### config.mk
export PLATFORM = sky130hd
export DESIGN_NAME = thermo_sequencer
export DESIGN_NICKNAME = d
export VERILOG_FILES = /design/src/rtl/thermo_sequencer.sv
export SDC_FILE = /design/constraint.sdc
export NUM_CORES = 1
export LEC_CHECK = 0
export CAP_MARGIN = 20
export CORE_MARGIN = 3
export CORE_UTILIZATION = 55
export CTS_BUF_LIST = sky130_fd_sc_hd__clkbuf_4
export CTS_CLUSTER_SIZE = 24
export DETAILED_ROUTE_END_ITERATION = 8
export GPL_TIMING_DRIVEN = 0
export PLACE_DENSITY = 0.79
export SYNTH_ARGS = -nofsm -noshare
export SYNTH_HDL_FRONTEND = slang
export SYNTH_SLANG_ARGS = --single-unit
export TNS_END_PERCENT = 20
### constraint.sdc
create_clock -name CLK -period 3.77 [get_ports CLK]
set_clock_uncertainty 0.1 [all_clocks]
set_input_delay 0.377 -clock CLK [delete_from_list [all_inputs] [get_ports CLK]]
set_output_delay 0.377 -clock CLK [all_outputs]
set_load 0.05 [all_outputs]
### src/rtl/thermo_sequencer.sv
// thermo_sequencer: heat/cool actuator sequencer with hysteresis, minimum on-time and dead-time.
// Define TEMP_FAULT_EN to enable the sensor-fault state (out-of-range and stale sample detection).
module thermo_sequencer #(
  parameter logic [7:0]  TLOW_RST  = 8'd75,
  parameter logic [7:0]  THIGH_RST = 8'd90,
  parameter logic [7:0]  HYST_RST  = 8'd2,
  parameter int unsigned MIN_ON    = 8,
  parameter int unsigned DEAD_CYC  = 4,
  parameter int unsigned STALE_CYC = 64
) (
  input  logic       CLK,
  input  logic       Reset_n,
  input  logic [7:0] Temp,
  input  logic       Temp_valid,
  input  logic       Cfg_we,
  input  logic [1:0] Cfg_sel,
  input  logic [7:0] Cfg_data,
  output logic       Cfg_ack,
  output logic       Cfg_err,
  output logic       Heat,
  output logic       Cool,
  output logic [2:0] State,
  output logic       Fault
);

  localparam int unsigned CntMaxV = (MIN_ON > DEAD_CYC) ? MIN_ON - 1 : DEAD_CYC - 1;
  localparam int unsigned CntW    = (CntMaxV > 0) ? $clog2(CntMaxV + 1) : 1;
  localparam logic [CntW-1:0] CntMax   = CntW'(CntMaxV);
  localparam logic [CntW-1:0] RunLast  = CntW'(MIN_ON - 1);
  localparam logic [CntW-1:0] DeadLast = CntW'(DEAD_CYC - 1);

  typedef enum logic [2:0] {
    StIdle  = 3'd0,
    StHeat  = 3'd1,
    StCool  = 3'd2,
    StDead  = 3'd3,
    StFault = 3'd4
  } state_e;

  state_e          state_q, state_d;
  logic [CntW-1:0] cnt_q, cnt_d;
  logic [7:0]      temp_q;
  logic            sample_seen_q;
  logic [7:0]      low_q, high_q, hyst_q;
  logic [7:0]      low_act_q, high_act_q, hyst_act_q;
  logic            ack_q, err_q;

  logic [7:0]      cfg_low, cfg_high;
  logic            cfg_reject;
  logic [8:0]      heat_sum, cool_diff;
  logic [8:0]      heat_off_lvl, cool_off_lvl;
  logic            run_done, dead_done;
  logic            heat_exit, cool_exit;

  // Sample capture
  always_ff @(posedge CLK or negedge Reset_n) begin
    if (!Reset_n) begin
      temp_q        <= 8'd0;
      sample_seen_q <= 1'b0;
    end else if (Temp_valid) begin
      temp_q        <= Temp;
      sample_seen_q <= 1'b1;
    end
  end

  // Config write check against the thresholds as they would be after the write
  always_comb begin
    cfg_low  = low_q;
    cfg_high = high_q;
    if (Cfg_sel == 2'd0) cfg_low  = Cfg_data;
    if (Cfg_sel == 2'd1) cfg_high = Cfg_data;
    cfg_reject = (Cfg_sel == 2'd3) || (cfg_low >= cfg_high);
  end

  // The *_act copies lag one cycle so a decision coinciding with a write uses old thresholds.
  always_ff @(posedge CLK or negedge Reset_n) begin
    if (!Reset_n) begin
      low_q      <= TLOW_RST;
      high_q     <= THIGH_RST;
      hyst_q     <= HYST_RST;
      low_act_q  <= TLOW_RST;
      high_act_q <= THIGH_RST;
      hyst_act_q <= HYST_RST;
      ack_q      <= 1'b0;
      err_q      <= 1'b0;
    end else begin
      low_act_q  <= low_q;
      high_act_q <= high_q;
      hyst_act_q <= hyst_q;
      ack_q      <= Cfg_we;
      err_q      <= Cfg_we & cfg_reject;
      if (Cfg_we && !cfg_reject) begin
        unique case (Cfg_sel)
          2'd0:    low_q  <= Cfg_data;
          2'd1:    high_q <= Cfg_data;
          2'd2:    hyst_q <= Cfg_data;
          default: ;
        endcase
      end
    end
  end

  // Hysteresis levels, saturated in 9 bits
  always_comb begin
    heat_sum     = {1'b0, low_act_q} + {1'b0, hyst_act_q};
    cool_diff    = {1'b0, high_act_q} - {1'b0, hyst_act_q};
    heat_off_lvl = heat_sum[8] ? 9'd255 : heat_sum;
    cool_off_lvl = cool_diff[8] ? 9'd0 : cool_diff;
    run_done     = (cnt_q >= RunLast);
    dead_done    = (cnt_q >= DeadLast);
    heat_exit    = ({1'b0, temp_q} >= heat_off_lvl) || (temp_q > high_act_q);
    cool_exit    = ({1'b0, temp_q} <= cool_off_lvl) || (temp_q < low_act_q);
  end

`ifdef TEMP_FAULT_EN
  localparam int unsigned StaleW = $clog2(STALE_CYC + 1);
  localparam logic [StaleW-1:0] StaleMax = StaleW'(STALE_CYC);

  logic [StaleW-1:0] stale_cnt_q;
  logic              sample_new_q;
  logic              sample_bad, stale;

  always_ff @(posedge CLK or negedge Reset_n) begin
    if (!Reset_n) begin
      stale_cnt_q  <= '0;
      sample_new_q <= 1'b0;
    end else begin
      sample_new_q <= Temp_valid;
      if (Temp_valid) begin
        stale_cnt_q <= '0;
      end else if (sample_seen_q && (stale_cnt_q != StaleMax)) begin
        stale_cnt_q <= stale_cnt_q + 1'b1;
      end
    end
  end

  assign sample_bad = sample_new_q && ((temp_q == 8'd0) || (temp_q == 8'd255));
  assign stale      = sample_seen_q && (stale_cnt_q == StaleMax);
`endif

  // State register
  always_ff @(posedge CLK or negedge Reset_n) begin
    if (!Reset_n) begin
      state_q <= StIdle;
      cnt_q   <= '0;
    end else begin
      state_q <= state_d;
      cnt_q   <= cnt_d;
    end
  end

  // Next-state logic
  always_comb begin
    state_d = state_q;
    unique case (state_q)
      StIdle: begin
        if (sample_seen_q) begin
          if (temp_q < low_act_q) begin
            state_d = StHeat;
          end else if (temp_q > high_act_q) begin
            state_d = StCool;
          end
        end
      end
      StHeat: if (run_done && heat_exit) state_d = StDead;
      StCool: if (run_done && cool_exit) state_d = StDead;
      StDead: if (dead_done) state_d = StIdle;
`ifdef TEMP_FAULT_EN
      StFault: if (sample_new_q) state_d = StDead;
`endif
      default: state_d = StIdle;
    endcase
`ifdef TEMP_FAULT_EN
    if (sample_bad || stale) state_d = StFault;
`endif
  end

  // Run/dead counter restarts on every state change and saturates otherwise
  always_comb begin
    cnt_d = cnt_q;
    if (state_d != state_q) begin
      cnt_d = '0;
    end else if (cnt_q != CntMax) begin
      cnt_d = cnt_q + 1'b1;
    end
  end

  // Outputs decode the state register only
  always_comb begin
    Heat    = (state_q == StHeat);
    Cool    = (state_q == StCool);
    State   = state_q;
    Cfg_ack = ack_q;
    Cfg_err = err_q;
`ifdef TEMP_FAULT_EN
    Fault   = (state_q == StFault);
`else
    Fault   = 1'b0;
`endif
  end

endmodule
==> results.toml, run 1 <==
[status]
outcome = "completed"

[die]
initial_utilization_pct = 58.5
die_x_um = 92.2
core_area_um2 = 6980
rows = 30
ioPinCount = 30
design.die.area_um2 = 8500
die_y_um = 92.2

[job]
max-cap-violations = 0

[worst_setup_path]
cp-start-kind = "input port"
path_max_fanout = 10
worstSetupPathType = "in2reg"
cp_data_arrival_time_ns = 3.88
end_kind = "flop"
cp_data_required_time_ns = 3.98

[routing]
dr.pass1.iters = 4
vias_per_cell = 5.68
route.detailed.drc = 0
wl_um = 8270
drt-initial-drc-count = 133
vias = 3010
postRouteAntennaNets = 0
detail_route.wl_per_cell_um = 15.6

[timing]
final-max-slew-violation-count = 0
fin_crit_ns = 3.67
fin_crit_sh_pct = 97.4
worst_slack_ns = 0.0995
worstMarginPinSlew_ns = 0.758
max_freq_ghz = 0.272
setup_tns_ns = 0
hold_viol = 0
slew_headroom_pct = 49.5
setup_viol = 0

[grt]
use_met1_pct = 24.5
grt_max_degree = 39
grt_pass1_vias = 3035
use_met3_pct = 5.17
grt_pass1_wl_um = 13600
grt_use_total_pct = 20.4
grt-ovfl-total = 0
antenna_found_initial = 0
busiest_layer = "met2"
gr-usage-met2_pct = 34.9

[synthesis]
yosys.area.top_type = "dfrtp_1"
async_flop_share_pct = 100
synth_compound_area_share_pct = 11.5
muxShareOfSynthArea_pct = 13.0
synth_top_family_by_area = "adder cells"
ys_ff_latch = 65
yosys.area_share.simple_pct = 11.1
syn_area_um2 = 4090
synth_xor_area_share_pct = 1.29
ys_seq_area_share_pct = 40.4
synth-edff-count = 0
synthCells = 380
syn_area_per_cell_um2 = 10.8
ys_top_cells_by_area = "dfrtp_1, ha_1, dfstp_2"
synth_fa_ha_area_share_pct = 18.7
synth.top_cell.area_share_pct = 28.8
yosys_warnings = 0
yosysUniqueCellTypes = 48
yosys_most_used_dff = "dfrtp_1"

[power]
ir_drop_uv = 543
pwr-share-comb_pct = 60.6
p_clk_share_pct = 12.7
p_per_area_nw_per_um2 = 1000
p_sw_mw = 2.09
cell_internal_pwr_mw = 2.79
swShare_pct = 42.8
power_frac_seq_pct = 26.7
finalPower_mw = 4.88
leakage_nw = 2.24

[hold_path]
hold_class = "reg2reg"

[placed_design]
place_congestion = 0.827
dp_hpwl_um = 6200
dp.cells = 504
port_buffers = 26
place_ws_ns = -0.650

[final_layout]
finish.net_count = 511
area_growth_syn_to_layout_pct = 19.1
final_cell_mix = "ha_1, dfrtp_1, inv_1, mux2_2, clkdlybuf4s50_1"
n_antenna_cell = 0
layout-drive-gt1-share_pct = 24.2
final_util_pct = 69.7
stdcell_count = 530
layout_commonest_cell = "ha_1"

[clocking]
cts.sink_count = 65
cts_buffers = 9
cts.reportedPaths.clkPinSlew_ns = 0.12
htreeDepth = 3
cts_buffer_depth = 2
root_buffer = "clkbuf_4"
cts_tree = "done"
clock_latency_ns = 0.41
## final cells by class
| class | instances | area (µm²) |
|---|---|---|
| Clock inverter | 6 | 115 |
| Fill cell | 525 | 2120 |
| Sequential cell | 65 | 1650 |
| Buffer | 4 | 22.5 |
| Timing Repair Buffer | 37 | 353 |
| Tap cell | 96 | 120 |
| Multi-Input combinational cell | 274 | 2390 |
| Clock buffer | 10 | 75.1 |
| Inverter | 38 | 143 |
## cells in the mapped netlist (3+ instances only)
master,n
ha_1,58
inv_1,38
mux2_2,31
o211ai_1,3
nor3_1,5
nand4_1,4
or2_2,3
dfrtp_1,47
nand3_1,7
a21oi_1,23
nand2b_1,7
nand2_1,17
a21o_1,5
mux2i_1,18
o21ai_0,15
dfstp_2,18
o21a_1,3
nor2_1,24
xnor2_1,4
nor2b_1,11
## cells by family (layout without fill, tap and decap cells)
group,after synthesis,count (layout)
buffers and inverters,42,95
multiplexers,49,49
AND/OR/NAND/NOR,89,89
AO/OA/AOI/OAI,68,68
other,1,2
adder cells (fa/ha/maj),60,60
XOR/XNOR,6,6
flip-flops,65,65
## layer usage
metal	up-vias	share of wire, %
met3	24	3.7
met4	0	3.0
met2	66	51
met5	-	0
met1	1465	43
li1	1455	-
## per-stage QoR
stage / area, µm² / hold WS, ns
global placement: 4470 / 0.257
finish: 4860 / 0.259
CTS: 4740 / 0.260
global route: 4860 / 0.262
detailed placement: 4480 / 0.259
floorplan: 4090 / -0.0186
## state kept, by name, indices dropped and copies added, names as in the netlist
signal / flops
low_act_q: 8
temp_q: 8
high_act_q: 8
high_q: 8
State: 3
sample_seen_q: 1
Cfg_ack: 1
cnt_q: 3
low_q: 8
Cfg_err: 1
hyst_q: 8
hyst_act_q: 8
## path summary, 6_finish.rpt
kind,start,endpoint,slack (ns),cells after the start
max,Cfg_sel[1],low_q[7],0.1,12
min,hyst_q[1],hyst_act_q[1],0.26,0
max reg2reg,hyst_act_q[0],cnt_q[1],0.11,15
min reg2reg,hyst_q[1],hyst_act_q[1],0.26,0
max in group asynchronous,Reset_n,high_act_q[4],2.49,3
min in group asynchronous,Reset_n,low_act_q[2],0.40,2
## power groups by stage
stage | Combinational, mW | Sequential (mW) | Clock (mW)
after global placement | 2.40 | 1.29 | 0
after CTS | 2.71 | 1.30 | 0.631
final | 2.96 | 1.30 | 0.619
after detailed placement | 2.54 | 1.31 | 0
after floorplan | 1.94 | 1.27 | 0
after global routing | 3.32 | 1.34 | 0.665
## critical path, stage by stage
cell	delay [ns]
clkdlybuf4s50_1	0.61
inv_1	0.13
nand2_2	0.25
mux2_2	0.38
ha_1	0.26
nand2b_1	0.14
a21o_1	0.18
a21oi_1	0.25
o21ai_2	0.16
a221oi_4	0.48
buf_4	0.31
mux2_2	0.35
## timing repair
action,CTS,global route
gates resized for setup,11,16
setup buffers,2,7
pin swaps,4,17
setup endpoints to repair,14,4
hold buffers,1,0
hold endpoints to repair,14,0
Power figures use the tool's default switching activity.
==> inputs of run 2 (changes only) <==
--- a/config.mk
+++ b/config.mk
@@ -11,6 +11,7 @@
 export CTS_BUF_LIST = sky130_fd_sc_hd__clkbuf_4
 export CTS_CLUSTER_SIZE = 24
 export DETAILED_ROUTE_END_ITERATION = 8
+export GPL_ROUTABILITY_DRIVEN = 1
 export GPL_TIMING_DRIVEN = 0
 export PLACE_DENSITY = 0.79
 export SYNTH_ARGS = -nofsm -noshare
==> results of run 2 <==
Same layout as run 1: the final DEF is identical, and so are final timing and power.
